File: src/rtl/seq_mult_pkg.sv
// -----------------------------------------------------------------------------
// seq_mult_pkg
// Shared definitions for the sequential shift-and-add multiplier:
//   - state_t and the IDLE/RUN/DONE state constants
//   - DEFAULT_WIDTH, the default operand width
//   - cnt_width(), the bit width of the iteration counter (ceil(log2(width)))
// -----------------------------------------------------------------------------
package seq_mult_pkg;

  typedef logic [1:0] state_t;

  localparam state_t ST_IDLE = 2'd0;
  localparam state_t ST_RUN  = 2'd1;
  localparam state_t ST_DONE = 2'd2;

  localparam int DEFAULT_WIDTH = 4;

  // ceil(log2(w)), never less than 1 so the counter always has a bit.
  function automatic int cnt_width(input int w);
    int n;
    n = 1;
    for (int i = 1; i < 32; i++) begin
      if ((1 << n) < w) n = n + 1;
    end
    return n;
  endfunction

endpackage

File: src/rtl/seq_mult_unit_add_stage.sv
// -----------------------------------------------------------------------------
// mult_add_stage
// Purely combinational PW-bit conditional adder used for one partial-product
// accumulation step.
// Ports:
//   acc_i    PW  current accumulator
//   addend_i PW  shifted multiplicand
//   en_i     1   current multiplier LSB; add only when set
//   sum_o    PW  next accumulator value (carry out is dropped; it cannot occur
//                because the full product always fits in PW bits)
// -----------------------------------------------------------------------------
module mult_add_stage #(
  parameter int PW = 8
) (
  input  logic [PW-1:0] acc_i,
  input  logic [PW-1:0] addend_i,
  input  logic          en_i,
  output logic [PW-1:0] sum_o
);

  always_comb begin
    sum_o = acc_i;
    if (en_i) sum_o = acc_i + addend_i;
  end

endmodule

File: src/rtl/seq_mult_unit.sv
// -----------------------------------------------------------------------------
// seq_mult_unit
// Sequential shift-and-add unsigned multiplier, one multiply at a time.
// A start is accepted in IDLE or DONE; the unit then spends WIDTH cycles in
// RUN (one partial product per cycle), pulses done for one cycle and holds p
// until the next result is produced.
//
// Handshake: start is sampled on every rising edge and accepted only when
// busy is low (state IDLE or DONE); a and b are captured on that same edge.
// start while busy is ignored. done is high for exactly one cycle, and p is
// valid in that cycle and stays valid until the next done.
//
// Ports:
//   clk    in   rising-edge clock
//   rst    in   asynchronous active-high reset
//   start  in   request a multiply
//   a      in   WIDTH    multiplicand
//   b      in   WIDTH    multiplier
//   busy   out  high while in RUN
//   done   out  one-cycle pulse, p valid
//   p      out  2*WIDTH  product
//
// Optional feature macro: SEQ_MULT_EARLY_TERM_EN
//   When defined, RUN also exits as soon as the shifted multiplier becomes
//   zero, so latency is max(1, highest set bit index of b + 1) cycles.
//
// The FSM state is held in state_q for external checkers.
// -----------------------------------------------------------------------------
module seq_mult_unit
  import seq_mult_pkg::*;
#(
  parameter int WIDTH = DEFAULT_WIDTH
) (
  input  logic               clk,
  input  logic               rst,
  input  logic               start,
  input  logic [WIDTH-1:0]   a,
  input  logic [WIDTH-1:0]   b,
  output logic               busy,
  output logic               done,
  output logic [2*WIDTH-1:0] p
);

  localparam int PW = 2 * WIDTH;
  localparam int CW = cnt_width(WIDTH);
  localparam logic [CW-1:0] CNT_LAST = CW'(WIDTH - 1);

  state_t          state_q, state_d;
  logic [PW-1:0]   mcand_q, mcand_d;
  logic [WIDTH-1:0] mplr_q, mplr_d;
  logic [PW-1:0]   acc_q, acc_d;
  logic [CW-1:0]   cnt_q, cnt_d;
  logic [PW-1:0]   p_q, p_d;

  logic [PW-1:0]   acc_sum;
  logic [WIDTH-1:0] mplr_shift;
  logic            run_last;

  mult_add_stage #(.PW(PW)) u_add (
    .acc_i    (acc_q),
    .addend_i (mcand_q),
    .en_i     (mplr_q[0]),
    .sum_o    (acc_sum)
  );

  assign mplr_shift = mplr_q >> 1;

`ifdef SEQ_MULT_EARLY_TERM_EN
  // No remaining multiplier bits means no further partial products to add.
  assign run_last = (cnt_q == CNT_LAST) || (mplr_shift == '0);
`else
  assign run_last = (cnt_q == CNT_LAST);
`endif

  always_comb begin
    state_d = state_q;
    mcand_d = mcand_q;
    mplr_d  = mplr_q;
    acc_d   = acc_q;
    cnt_d   = cnt_q;
    p_d     = p_q;

    case (state_q)
      ST_IDLE, ST_DONE: begin
        if (start) begin
          mcand_d = {{WIDTH{1'b0}}, a};
          mplr_d  = b;
          acc_d   = '0;
          cnt_d   = '0;
          state_d = ST_RUN;
        end else begin
          state_d = ST_IDLE;
        end
      end
      ST_RUN: begin
        acc_d   = acc_sum;
        mcand_d = mcand_q << 1;
        mplr_d  = mplr_shift;
        cnt_d   = cnt_q + CW'(1);
        if (run_last) begin
          // Publish the final sum on the exit edge so p lines up with done.
          p_d     = acc_sum;
          state_d = ST_DONE;
        end
      end
      default: state_d = ST_IDLE;
    endcase
  end

  always_ff @(posedge clk or posedge rst) begin
    if (rst) begin
      state_q <= ST_IDLE;
      mcand_q <= '0;
      mplr_q  <= '0;
      acc_q   <= '0;
      cnt_q   <= '0;
      p_q     <= '0;
    end else begin
      state_q <= state_d;
      mcand_q <= mcand_d;
      mplr_q  <= mplr_d;
      acc_q   <= acc_d;
      cnt_q   <= cnt_d;
      p_q     <= p_d;
    end
  end

  assign busy = (state_q == ST_RUN);
  assign done = (state_q == ST_DONE);
  assign p    = p_q;

endmodule

File: config.mk
export PLATFORM = sky130hd
export DESIGN_NAME = seq_mult_unit
export DESIGN_NICKNAME = d
export VERILOG_FILES = /design/src/rtl/seq_mult_pkg.sv /design/src/rtl/seq_mult_unit_add_stage.sv /design/src/rtl/seq_mult_unit.sv
export SDC_FILE = /design/constraint.sdc
export NUM_CORES = 1
export LEC_CHECK = 0
export CAP_MARGIN = 25
export CORE_MARGIN = 2
export CORE_UTILIZATION = 50
export CTS_CLUSTER_SIZE = 8
export DETAILED_ROUTE_END_ITERATION = 8
export GPL_TIMING_DRIVEN = 1
export HOLD_SLACK_MARGIN = 0.15
export PLACE_DENSITY = 0.76
export SLEW_MARGIN = 15
export SYNTH_ARGS = -nofsm -noshare
export SYNTH_HDL_FRONTEND = slang
export SYNTH_SLANG_ARGS = --single-unit
File: constraint.sdc
create_clock -name clk -period 1.8 [get_ports clk]
set_input_delay 0.36 -clock clk [delete_from_list [all_inputs] [get_ports clk]]
set_output_delay 0.36 -clock clk [all_outputs]
set_load 0.1 [all_outputs]
Word-level counts from Yosys, hierarchy flattened

Index checks and enable logic that the tools add are counted.

Add/subtract/negate cells: 2
Multipliers: 0
Divide/modulo/power cells: 0
Magnitude comparators: 0
Equal/unequal tests: 5
Shifts and indexed selects: 0
Mux-type cells: 12
Bitwise operators: 0
Reductions and logical operators: 5

Operators with widths:

| operator            | number |
|---|---|
| $pmux 8 s2          | 2 |
| $mux 8              | 3 |
| $add 8x8->8         | 1 |
| $pmux 2 s2          | 2 |
| $pmux 4 s2          | 1 |
| $eq 2x2->1 const B  | 2 |
| $mux 2              | 2 |
| $mux 4              | 1 |
| $reduce_and 2->1    | 2 |
| $add 2x1->2 const B | 1 |
| $eq 2x1->1 const B  | 1 |
| $logic_not 2->1     | 1 |
| $ne 2x1->1 const B  | 1 |
| $ne 2x2->1 const B  | 1 |
| $reduce_bool 2->1   | 1 |
| $reduce_or 2->1     | 1 |
| $mux 1              | 1 |

Flip-flop bits (word level): 32
Latch bits: 0
Bits in writable memories: 0
Memory bits (read-only): 0
Bits of input ports: 11
Output and inout bits: 10
Memories kept: 0

Depth between registers and ports, before layout

Depth after elaboration: 4
Mapped depth: 8
Depth with buffers taken out: 8

By module

A second synthesis with hierarchy kept.

Cell total of the unflattened synthesis: 156
Area, all modules: 1,830.5 µm²

By module, submodules not included:

| module         | times used | cells an instance | area an instance (µm²) | sequential area each (µm²) |
|---|---|---|---|---|
| seq_mult_unit  | 1          | 101               | 1,397.6                | 800.8 |
| mult_add_stage | 1          | 55                | 432.9                  | 0.0 |

Worst setup path after synthesis

OpenSTA, ideal clock, no wires.

Path type: register to output
From: register state_q[0]
To: output done
Arrival time: 1,849 ps
Required time: 1,440 ps
Slack: -409 ps
Stages on the path, launching flop included: 3
Buffers on the path: 1
Cell sequence: dfrtp_1 -> buf_2 -> nor2b_1

Longest elaborated chain between the ends: 1

Ends and longest elaborated chain:

| element                | line                 | text |
|---|---|---|
| from (decl)            | seq_mult_unit.sv:48  | `state_t state_q, state_d;` |
| from (signal assigned) | seq_mult_unit.sv:119 | `state_q <= state_d;` |
| $eq 2x2->1             | seq_mult_unit.sv:129 | `assign done = (state_q == ST_DONE);` |
| to (decl)              | seq_mult_unit.sv:40  | `output logic done,` |

Every way passes these cells.

Worst setup path after layout

From: register acc_q[0]
To: register acc_q[6]

Longest elaborated chain between the ends: 3

Ends and longest elaborated chain:

| element                | line                          | text |
|---|---|---|
| from (decl)            | seq_mult_unit.sv:51           | `logic [PW-1:0] acc_q, acc_d;` |
| from (signal assigned) | seq_mult_unit.sv:115          | `acc_q <= '0;` |
| from (signal assigned) | seq_mult_unit.sv:122          | `acc_q <= acc_d;` |
| $add 8x8->8            | seq_mult_unit_add_stage.sv:23 | `if (en_i) sum_o = acc_i + addend_i;` |
| $mux 8                 | seq_mult_unit_add_stage.sv:23 |  |
| $pmux 8 s2             | seq_mult_unit.sv:83           | `case (state_q)` |

Every way passes these cells.
A chain may end at the register's enable or synchronous reset.

==> out/qor.csv <==
stage;metric;value;unit
die;fp-row-count;21;
place;port_buffers;20;
route;dr.pass1.iters;4;
layout;design_area;2390;um2
layout;drive_gt1_share;28.4;%
logic_synthesis;yosys.area.top_type;dfrtp_1;
layout;post-route-util;71.2;%
timing;rsz0062_at_grt;true;
die;coreArea;3360;um2
logic_synthesis;async_reset_ff_share;100;%
critical_path;endpoint_kind;flip-flop;
route;wirelength;3820;um
logic_synthesis;yosysMostFrequentCell;dfrtp_1;
place;gp_congestion;0.886;
critical_path;crit_fanout;2;
route;first_iter_violations;65;
layout;area_growth;35.8;%
route;drc;0;
timing;setup_ws;-252;ps
die;die_y;63.4;um
logic_synthesis;netlist.area_leader.share;45.4;%
route;num_vias;1477;
timing;finalHoldViolations;0;
critical_path;reg2reg_to;acc_q[6];
timing;worstMarginPinSlew;575;ps
critical_path;arrival;2280;ps
grt;grt_overflow;0;
route;vias_per_cell;5.59;
outcome;run_status;finished, violations left;
cts;cts_inserted_buffers;5;
logic_synthesis;postSynthNetCount;190;
logic_synthesis;synthDistinctLibCells;40;
job;drv_cap;0;
route;wl_per_cell;14.5;um
critical_path;ff2ff_setup_slack;-250;ps
layout;nets;237;
critical_path;crit_required;2030;ps
logic_synthesis;ys_top_cells_by_area;dfrtp_1 45%, mux2i_1 7.4%, ha_1 5.7%;
timing;max_freq;487;MHz
cts;clockRootBuffer;clkbuf_4;
timing;fin_worst_skew;7.91;ps
timing;finalCritPeriodShare;114;%
cts;clkLatencyLatePin;340;ps
critical_path;crit_type;reg2reg;
grt;grt_pass1_vias;1597;
logic_synthesis;ys_seq_area_share;45.4;%
critical_path;r2r_start;acc_q[0];
timing;drv_slew;0;
logic_synthesis;synthCells;170;
grt;antenna_found_initial;0;
critical_path;cp-start-kind;flip-flop;
grt;grt_util_all_layers;22.4;%
layout;fillers;265;
logic_synthesis;yosysWarnings;0;
cts;cts_buffer_depth;2;
die;ios;21;
cts;path_clk_slew;100;ps
place;hpwl;2710;um
place;placed_cell_area;2270;um2
die;die_w;63.4;um
logic_synthesis;synth-seq-cells;32;
logic_synthesis;ys_dominant_reg_cell;dfrtp_1;
logic_synthesis;syn_avg_cell_area;10.4;um2
critical_path;worst_r2r_path_depth;8;
timing;slew_headroom;61.6;%
logic_synthesis;synth_commonest_cells;32 x dfrtp_1, 18 x o21ai_0, 14 x nand2_1;
cts;cts_htree_levels;2;
timing;fin_crit;2050;ps
die;die-area;4020;um2
grt;grt_max_degree;33;
cts;numClockSinks;32;
min_path;hold_path_class;in2async;
grt;grt_first_pass_wirelength;7030;um
timing;final-setup-viol-count;5;
logic_synthesis;synth_edf_count;0;
outcome;violations;negative setup slack;
route;ant_nets;0;
die;start_util;52.4;%
cts;cts_tree;built;
logic_synthesis;syn_area;1760;um2
layout;num_antenna_cells;0;
==> logic make-up (layout without fill, tap and decap cells) <==
group                      count (synthesis)  count (layout)  synth area share [%]
muxes                                     13              13                  7.38
AOI/OAI and AO/OA                         59              59                  22.4
adders and majority gates                  9               9                  6.81
buffers and inverters                     17              65                  4.61
and+or+nand+nor                           37              37                  11.9
DFF                                       32              32                  45.4
xor gates and xnor gates                   3               3                  1.49
==> cell usage in the layout (no fill, tap or decap), drive strengths merged <==
| master | Yosys | routed |
|---|---|---|
| o21bai | 1 | 1 |
| nand3 | 4 | 4 |
| clkbuf | 5 | 8 |
| or4 | 1 | 1 |
| nand2b | 1 | 1 |
| nor3b | 2 | 2 |
| fa | 1 | 1 |
| or3 | 2 | 2 |
| ha | 8 | 8 |
| a21o | 2 | 2 |
| a22o | 10 | 10 |
| clkinv | 1 | 1 |
| a21oi | 12 | 12 |
| xnor2 | 2 | 2 |
| o21a | 2 | 2 |
| clkdlybuf4s50 | 0 | 10 |
| dfrtp | 32 | 32 |
| o2bb2ai | 1 | 1 |
| a31oi | 2 | 2 |
| xor2 | 1 | 1 |
| o211ai | 1 | 1 |
| o31a | 1 | 1 |
| o21ai | 18 | 18 |
| a32o | 1 | 1 |
| mux2i | 13 | 13 |
| o211a | 1 | 1 |
| nor2 | 2 | 2 |
| nor3 | 1 | 1 |
| inv | 7 | 7 |
| nor2b | 8 | 8 |
| nand2 | 15 | 15 |
| a211oi | 6 | 6 |
| and2 | 1 | 1 |
| buf | 4 | 39 |
| a211o | 1 | 1 |
==> timing repair <==
item,CTS,global route
hold buffers,0,0
buffers inserted,4,0
gates resized for setup,4,6
pin swaps,4,4
setup endpoints to repair,4,9
==> area by class of cell <==
cell class / instances / area, um2 / area share [%]
Tap cell: 46 / 57.6 / 2.40
Clock buffer: 8 / 58.8 / 2.46
Multi-Input combinational cell: 121 / 925 / 38.6
Sequential cell: 32 / 801 / 33.4
Timing Repair Buffer: 49 / 522 / 21.8
Inverter: 8 / 31.3 / 1.31
==> critical path, cell delays in order, from the launching register on <==
cell and delay, ps:
dfrtp_1 400, ha_2 200, inv_2 60, fa_2 230, nor2b_4 50, o31a_1 240, o21a_1 190, or3_1 320
a32o_1 260
==> per-layer routing <==
| metal | part of all wire [%] | global-route usage [%] | vias to the layer above |
|---|---|---|---|
| met5 | 0 | 0 | - |
| met4 | 2.6 | 11.4 | 0 |
| met3 | 3.2 | 5.54 | 9 |
| met2 | 50 | 37.8 | 28 |
| met1 | 44 | 26.5 | 733 |
| li1 | - | - | 707 |
==> how the worst max path moves through the flow <==
stage | from | to | slack, ps | depth (start not counted)
3_5_place_dp | acc_q[0] | acc_q[6] | -250 | 8
6_report | acc_q[0] | acc_q[6] | -250 | 8
3_3_place_gp | acc_q[0] | acc_q[6] | -170 | 8
2_1_floorplan | mcand_q[0] | acc_q[6] | -190 | 8
5_1_grt | acc_q[0] | p[6] | -300 | 9
4_1_cts | mcand_q[0] | acc_q[6] | -240 | 8
==> registers in the layout, summed over array words and instances, names as in the netlist <==
| signal | flops |
|---|---|
| p | 8 |
| mplr_q | 4 |
| state_q | 2 |
| cnt_q | 2 |
| acc_q | 8 |
| mcand_q | 8 |
==> per-stage QoR <==
stage	worst slack, ps	cells	hold WS [ps]	TNS [ps]
floorplan	-189	170	464	-238
global placement	-174	252	487	-460
detailed placement	-254	252	499	-626
CTS	-240	264	401	-724
global route	-305	264	472	-1580
finish	-252	264	394	-954
Power is left out: the tool's default activity adds up to more than one toggle a clock period on the data nets, which glitch-free logic cannot reach.
